`config.mk`:
```
export PLATFORM = sky130hd
export DESIGN_NAME = scroll_ctrl_fsm
export DESIGN_NICKNAME = d
export VERILOG_FILES = /design/src/rtl/scroll_pkg.sv /design/src/rtl/scroll_rate_div.sv /design/src/rtl/scroll_ctrl_fsm.sv
export SDC_FILE = /design/constraint.sdc
export NUM_CORES = 1
export LEC_CHECK = 0
export ABC_AREA = 1
export CAP_MARGIN = 25
export CORE_MARGIN = 2
export CORE_UTILIZATION = 40
export CTS_CLUSTER_SIZE = 14
export DETAILED_ROUTE_END_ITERATION = 8
export DONT_BUFFER_PORTS = 1
export PLACE_DENSITY = 0.56
export SYNTH_ARGS = -nofsm -noshare
export SYNTH_HDL_FRONTEND = slang
export SYNTH_HIERARCHICAL = 1
export SYNTH_SLANG_ARGS = --single-unit
```
`constraint.sdc`:
```
create_clock -name clk -period 1.55 [get_ports clk]
set_clock_uncertainty 0.2 [all_clocks]
set_input_delay 0.31 -clock clk [delete_from_list [all_inputs] [get_ports clk]]
set_output_delay 0.31 -clock clk [all_outputs]
set_load 0.02 [all_outputs]
```
`src/rtl/scroll_pkg.sv`:
```
// Shared definitions for the scroll controller: state encoding and default sizes.
package scroll_pkg;

  typedef enum logic [1:0] {
    ST_STOP = 2'd0,
    ST_RUN  = 2'd1,
    ST_STEP = 2'd2
  } state_e;

  localparam int NUM_MSG_DEF    = 4;
  localparam int MSG_LEN_DEF    = 16;
  localparam int SPEED_LVLS_DEF = 4;

endpackage

```
`src/rtl/scroll_rate_div.sv`:
```
// Tick divider and speed level register; level k advances once every 2^(SPEED_LVLS-1-k) ticks.
module scroll_rate_div
  import scroll_pkg::*;
#(
  parameter int SPEED_LVLS = SPEED_LVLS_DEF,
  parameter int SPD_W      = $clog2(SPEED_LVLS)
) (
  input  logic             clk,
  input  logic             rst,
  input  logic             tick_in,
  input  logic             count_en,
  input  logic             pulse_speed,
  output logic             div_hit,
  output logic [SPD_W-1:0] speed
);

  localparam int DIV_W = SPEED_LVLS - 1;

  logic [DIV_W-1:0] div_q, div_d, lim;
  logic [SPD_W-1:0] speed_q, speed_d;

  // 2^(L-1-s)-1 is simply the all-ones slowest limit shifted right by s.
  assign lim     = {DIV_W{1'b1}} >> speed_q;
  assign div_hit = count_en & tick_in & (div_q == lim);
  assign speed   = speed_q;

  always_comb begin
    div_d   = div_q;
    speed_d = speed_q;
    if (pulse_speed) begin
      speed_d = (speed_q == SPD_W'(SPEED_LVLS - 1)) ? '0 : speed_q + SPD_W'(1);
      div_d   = '0;
    end else if (count_en && tick_in) begin
      div_d = div_hit ? '0 : div_q + DIV_W'(1);
    end
  end

  always_ff @(posedge clk or posedge rst) begin
    if (rst) begin
      div_q   <= '0;
      speed_q <= '0;
    end else begin
      div_q   <= div_d;
      speed_q <= speed_d;
    end
  end

endmodule

```
`src/rtl/scroll_ctrl_fsm.sv`:
```
// Scroll controller: RUN/STOP/STEP FSM, position counter, direction and glitch-free message switch.
// Define AUTO_STOP_EN for one-shot mode (a wrap produced in RUN drops the FSM into STOP).
module scroll_ctrl_fsm
  import scroll_pkg::*;
#(
  parameter int NUM_MSG    = NUM_MSG_DEF,
  parameter int MSG_LEN    = MSG_LEN_DEF,
  parameter int SPEED_LVLS = SPEED_LVLS_DEF,
  parameter int MSG_W      = $clog2(NUM_MSG),
  parameter int POS_W      = $clog2(MSG_LEN),
  parameter int SPD_W      = $clog2(SPEED_LVLS)
) (
  input  logic             clk,
  input  logic             rst,
  input  logic             tick_in,
  input  logic             pulse_pause,
  input  logic             pulse_step,
  input  logic             pulse_dir,
  input  logic             pulse_speed,
  input  logic [MSG_W-1:0] msg_req,
  output logic             adv,
  output logic [POS_W-1:0] pos,
  output logic             dir,
  output logic [SPD_W-1:0] speed,
  output logic [MSG_W-1:0] msg_sel,
  output logic             running,
  output logic             wrap
);

  localparam logic [POS_W-1:0] POS_MAX = POS_W'(MSG_LEN - 1);

  state_e           state_q, state_d;
  logic [POS_W-1:0] pos_q, pos_d;
  logic             dir_q, dir_d;
  logic [MSG_W-1:0] msg_sel_q, msg_sel_d, pend_q, pend_d;
  logic             adv_q, adv_d, wrap_q, wrap_d;
  logic             div_hit, at_edge, msg_ok;

  scroll_rate_div #(
    .SPEED_LVLS (SPEED_LVLS),
    .SPD_W      (SPD_W)
  ) u_rate_div (
    .clk         (clk),
    .rst         (rst),
    .tick_in     (tick_in),
    .count_en    (state_q == ST_RUN),
    .pulse_speed (pulse_speed),
    .div_hit     (div_hit),
    .speed       (speed)
  );

  assign msg_ok  = int'(msg_req) < NUM_MSG;
  assign at_edge = dir_q ? (pos_q == '0) : (pos_q == POS_MAX);

  always_comb begin
    state_d   = state_q;
    pos_d     = pos_q;
    dir_d     = dir_q ^ pulse_dir;
    msg_sel_d = msg_sel_q;
    // pend tracks the latest legal request; matching msg_sel means nothing pending.
    pend_d    = msg_ok ? msg_req : pend_q;
    adv_d     = ((state_q == ST_RUN) && div_hit) || (state_q == ST_STEP);
    wrap_d    = adv_d && at_edge;

    if (adv_d) begin
      if (dir_q) pos_d = at_edge ? POS_MAX : pos_q - POS_W'(1);
      else       pos_d = at_edge ? '0 : pos_q + POS_W'(1);
    end
    if (wrap_d) msg_sel_d = pend_d;
    if ((state_q == ST_STOP) && (pend_d != msg_sel_q)) begin
      msg_sel_d = pend_d;
      pos_d     = '0;
    end

    case (state_q)
      ST_RUN: begin
        if (pulse_pause) state_d = ST_STOP;
`ifdef AUTO_STOP_EN
        else if (wrap_d) state_d = ST_STOP;
`endif
      end
      ST_STOP: begin
        if (pulse_pause)     state_d = ST_RUN;
        else if (pulse_step) state_d = ST_STEP;
      end
      ST_STEP: state_d = ST_STOP;
      default: state_d = ST_STOP;
    endcase
  end

  always_ff @(posedge clk or posedge rst) begin
    if (rst) begin
      state_q   <= ST_RUN;
      pos_q     <= '0;
      dir_q     <= 1'b0;
      msg_sel_q <= '0;
      pend_q    <= '0;
      adv_q     <= 1'b0;
      wrap_q    <= 1'b0;
    end else begin
      state_q   <= state_d;
      pos_q     <= pos_d;
      dir_q     <= dir_d;
      msg_sel_q <= msg_sel_d;
      pend_q    <= pend_d;
      adv_q     <= adv_d;
      wrap_q    <= wrap_d;
    end
  end

  assign adv     = adv_q;
  assign wrap    = wrap_q;
  assign pos     = pos_q;
  assign dir     = dir_q;
  assign msg_sel = msg_sel_q;
  assign running = (state_q == ST_RUN);

endmodule

```
==> results.toml, run 1 <==
[floorplan]
chipWidth_um = 54.6
num_rows = 18
pin_count = 21
core_area_mm2 = 0.00245
start_util_pct = 41.8
dieArea_mm2 = 0.00299
die_h_um = 54.6

[routing]
drtPass1Iterations = 4
antenna_left = 0
routed-via-count = 945
drc = 0
vias_per_cell = 4.70
drtIter0Drc = 8
wirelength_um = 2190
wire_per_inst_um = 10.9

[timing]
rsz0062_at_grt = "true"
slew-limit-headroom_pct = 71.3
finalSetupTns_ps = -1520
setup_viol = 9
tightest_slew_ps = 430
setup_ws_ps = -231
hold_violations = 0
max_freq_ghz = 0.561
fin_crit_ps = 1780
fin_crit_sh_pct = 115
hold-worst-slack_ps = 186
report.final.slew_viol_count = 0

[global_routing]
grt-ovfl-total = 0
antenna_found_initial = 0
first_global_vias = 863
track_usage_pct = 16.6
grt_pass1_wl_um = 3500
grt_max_degree = 12

[final_layout]
num_antenna_cells = 0
nets = 186
utilization_pct = 58.9
instances_no_fill = 201
drive_gt1_share_pct = 39.8
fin_area_mm2 = 0.00145
syn2layout_area_growth_pct = 40.9

[run]
cap_violations = 0

[setup_path]
cp-start-kind = "flop"
cp-end-kind = "flop"
r2r_end = "msg_sel[0]"
cp.required_ps = 1530
cp_max_fo = 5
crit_start = "u_rate_div/speed[1]"
critPathKind = "flop to flop"
r2r_cells = 15
reg2reg_slack_ps = -230
r2r-start = "u_rate_div/speed[1]"
arrival_ps = 1760

[yosys]
yosys-top-cells-count = "nand2_1, inv_1, dfrtp_1, nand3_1, nor2_1"
async_flop_share_pct = 100
syn_nets = 150
avgSynthCellArea_um2 = 7.54
synth_cell_types = 24
synth_top_area_share_pct = 36.6
synth_area_leader_cell = "dfrtp_1"
ys_seq_area_share_pct = 39.1
yosysMostFrequentCell = "nand2_1"
synth-edff-count = 0
synthTopCellsByArea = "dfrtp_1, nand2_1, inv_1"
synth_flop_cell = "dfrtp_1"
synth-seq-cells = 16
syn_inst = 136
yosysWarnings = 6
netlist_area_mm2 = 0.00103

[outcome]
violations = "setup timing"
status = "complete, but fails checks"

[clock_network]
clk_pin_slew_ps = 100
h-tree-depth = 1
clock_latency_ps = 280
cts-buffers-inserted = 3
root_buffer = "clkbuf_4"
cts_tree = "done"
clock-sinks = 16
cts.path.max_buffers = 2

[placement]
dp.cells = 185
placedInstanceArea_mm2 = 0.00123
dp_hpwl_um = 1620
gp_congestion = 0.783
io_buffers = 0
place_ws_ps = -234

[power_and_ir_drop]
power.density_mw_per_mm2 = 1680
power_mw = 2.43
p_leak_nw = 0.786
ir_drop_mv = 1.25

[hold_path]
hp-class = "primary input to async pin"
## cells in the final DEF, fill, tap and decap left out, types with 5 or more instances in the layout
cell type       n
buf_4          21
dfrtp_1        11
dlygate4sd3_1   8
inv_1          16
inv_2           8
nand2_1        33
nand2_2         8
nand3_1        10
nand3_2         5
nor2_1          8
## cells by family after synthesis
group,share of synthesized area [%]
XOR/XNOR,3.42
AO/OA/AOI/OAI,2.93
AND/OR/NAND/NOR,36.7
adder cells (fa/ha/maj),6.10
flip-flops,39.1
buffers and inverters,11.7
## critical path, cell delays in order, from the launching register on
cell	delay, ps
dfrtp_2	450
inv_2	90
ha_4	150
inv_2	40
nand2_2	60
nand2_2	50
nand3_2	60
nor2_1	40
nand2_1	60
nand2_2	70
nand2_4	120
inv_6	50
nand2_4	80
nand2_2	60
nand2_1	60
nand2_1	40
## metal layers
| metal | part of all wire (%) | global-route usage, % | vias to the layer above | wire [um] |
|---|---|---|---|---|
| met4 | 0.46 | 7.50 | 0 | 10 |
| met3 | 3.3 | 2.73 | 2 | 72 |
| met2 | 55 | 30.2 | 14 | 1200 |
| met1 | 42 | 18.7 | 441 | 911 |
| li1 | - | - | 488 | - |
| met5 | 0 | 0 | - | 0 |
## sequential cells by signal, indices dropped and copies added (netlist names)
register          flops
adv                   1
pos                   4
dir                   1
wrap                  1
u_rate_div/div_q      3
u_rate_div/speed      2
msg_sel               2
state_q               2
## power breakdown
| part | switching [mW] | internal [mW] |
|---|---|---|
| logic | 0.769 | 0.616 |
| registers | 0.209 | 0.562 |
| clock network | 0.133 | 0.143 |
## area by class of cell
cell class | instances | area [um2]
sequential | 16 | 407
inverter | 26 | 104
clock buffer | 4 | 36.3
fill | 235 | 1010
multi-input combinational | 92 | 578
tap | 30 | 37.5
timing repair buffer | 33 | 283
## repair_timing
action | CTS | global route
resized for setup | 6 | 16
hold buffers | 8 | 0
endpoints found under the hold margin | 24 | 0
endpoints found under the setup margin | 10 | 13
pin swaps | 5 | 14
setup buffers | 3 | 2
## worst max-delay path by stage
stage,endpoint,depth (start not counted)
finish,msg_sel[0],15
CTS,msg_sel[0],14
detailed placement,msg_sel[1],13
global route,msg_sel[0],15
global placement,msg_sel[1],13
floorplan,msg_sel[0],13
Note: power is estimated with default switching activity, not from simulation.
==> run 2: changes to the inputs <==
Settings changed: GPL_ROUTABILITY_DRIVEN set to 0, SKIP_LAST_GASP set to 1.
==> run 2 against run 1 <==
The run still ends with setup timing left. Critical path depth unchanged. Via count down 0.42%. Register-to-register slack about the same. Routed wire length about the same. Final area down 0.35%. Clock power about the same. Hold slack about the same. Sequential power about the same. Sequential share of layout area up 0.098 points. Largest cell class unchanged.
==> results.toml, run 2 (synthesized netlist as in run 1, its figures left out) <==
[routing]
routed-via-count = 941
drtIter0Drc = 8
vias_per_cell = 4.68
antenna_left = 0
wire_per_inst_um = 10.9
wirelength_um = 2190
drc = 0
drtPass1Iterations = 4

[floorplan]
num_rows = 18
chipWidth_um = 54.6
dieArea_mm2 = 0.00299
start_util_pct = 41.8
pin_count = 21
die_h_um = 54.6
core_area_mm2 = 0.00245

[timing]
fin_crit_sh_pct = 115
tightest_slew_ps = 430
setup_viol = 9
finalSetupTns_ps = -1540
hold_violations = 0
fin_crit_ps = 1780
setup_ws_ps = -231
max_freq_ghz = 0.561
rsz0062_at_grt = "true"
report.final.slew_viol_count = 0
slew-limit-headroom_pct = 71.3

[final_layout]
nets = 186
drive_gt1_share_pct = 38.6
syn2layout_area_growth_pct = 40.4
layout_commonest_cell = "nand2_1"
largest_register_ffs = 4
instances_no_fill = 201
nFillCells = 236
num_antenna_cells = 0
layout_common_cells = "nand2_1, buf_4, inv_1"

[outcome]
status = "complete, but fails checks"
violations = "setup timing"

[setup_path]
cp-start-kind = "flop"
critPathKind = "flop to flop"
r2r-start = "u_rate_div/speed[1]"
cp_max_fo = 5
cp.required_ps = 1530
crit_start = "u_rate_div/speed[1]"
arrival_ps = 1760
cp-end-kind = "flop"

[placement]
io_buffers = 0
dp.cells = 185
dp_hpwl_um = 1620

[global_routing]
grt_pass1_wl_um = 3500
grt-ovfl-total = 0
first_global_vias = 863
antenna_found_initial = 0
grt_max_degree = 12
track_usage_pct = 16.6

[clock_network]
cts_tree = "done"
clock-sinks = 16
clock_latency_ps = 280
cts-buffers-inserted = 3
root_buffer = "clkbuf_4"
h-tree-depth = 1
clk_pin_slew_ps = 100
cts.path.max_buffers = 2

[power_and_ir_drop]
seqPwrFrac_pct = 31.8
swShare_pct = 45.6
p_leak_nw = 0.786
power.density_mw_per_mm2 = 1680
intPower_mw = 1.32
ir_drop_mv = 1.25
pwr-share-comb_pct = 56.8
pwr-share-clk_pct = 11.4
power.switching_mw = 1.10

[run]
cap_violations = 0

[hold_path]
hp-class = "primary input to async pin"
-- run 2: cell count changes in the layout (fill, tap and decap cells not counted) --
| cell | before | now |
|---|---|---|
| inv_2 | 8 | 7 |
| nand3_1 | 10 | 11 |
| nand3_2 | 5 | 4 |
| inv_1 | 16 | 17 |
-- run 2: critical path, cell delays in order, from the launching register on --
cell	delay, ps
dfrtp_2	450
inv_2	90
ha_4	150
inv_2	40
nand2_2	60
nand2_2	50
nand3_2	60
nor2_1	40
nand2_1	60
nand2_2	70
nand2_4	120
inv_6	50
nand2_4	80
nand2_2	60
nand2_1	60
nand2_1	40
-- run 2: final timing paths --
kind | end | slack (ps) | cells after the start
hold / removal | u_rate_div/div_q[2] | 190 | 2
min in group clk | pos[2] | 200 | 5
max in group asynchronous | state_q[0] | 540 | 2
setup reg to reg | msg_sel[0] | -230 | 15
hold reg to reg | pos[1] | 400 | 2
setup / recovery | msg_sel[0] | -230 | 15
-- run 2: what timing repair did --
action | CTS | global route
hold buffers | 8 | 0
hold endpoints to repair | 24 | 0
setup buffers | 3 | 2
gates resized for setup | 6 | 14
pin swaps | 4 | 14
endpoints found under the setup margin | 10 | 13
-- run 2: layer usage --
metal	global-route usage [%]	wire, um	share of wire, %	vias to the layer above
met5	0	0	0	-
met4	7.50	10	0.46	0
met3	2.73	71	3.2	2
met2	30.2	1200	55	13
met1	18.7	912	42	438
li1	-	-	-	488
-- run 2: cell type report --
type / instances / area [um2] / area share [%]
Clock buffer: 4 / 36.3 / 2.52
Inverter: 26 / 104 / 7.21
Multi-Input combinational cell: 92 / 573 / 39.8
Sequential cell: 16 / 407 / 28.2
Tap cell: 30 / 37.5 / 2.61
Timing Repair Buffer: 33 / 283 / 19.6
-- run 2: power by group through the flow --
stage / clock (mW) / combinational (mW) / sequential [mW]
2_1_floorplan: 0 / 0.763 / 0.839
3_3_place_gp: 0 / 1.19 / 0.761
3_5_place_dp: 0 / 1.22 / 0.764
4_1_cts: 0.288 / 1.31 / 0.764
5_1_grt: 0.309 / 1.52 / 0.799
6_report: 0.276 / 1.38 / 0.771
-- run 2: through the flow --
| step | total power, mW | setup slack, ps | utilization, % | area [um2] | hold WS (ps) |
|---|---|---|---|---|---|
| finish | 2.42 | -231 | 58.7 | 1440 | 186 |
| global route | 2.63 | -324 | 58.7 | 1440 | 178 |
| CTS | 2.36 | -224 | 56.8 | 1400 | 182 |
| detailed placement | 1.98 | -234 | 50.1 | 1230 | -85.9 |
| global placement | 1.96 | -180 | 50.1 | 1230 | -87.0 |
| floorplan | 1.60 | -184 | - | 1050 | -112 |
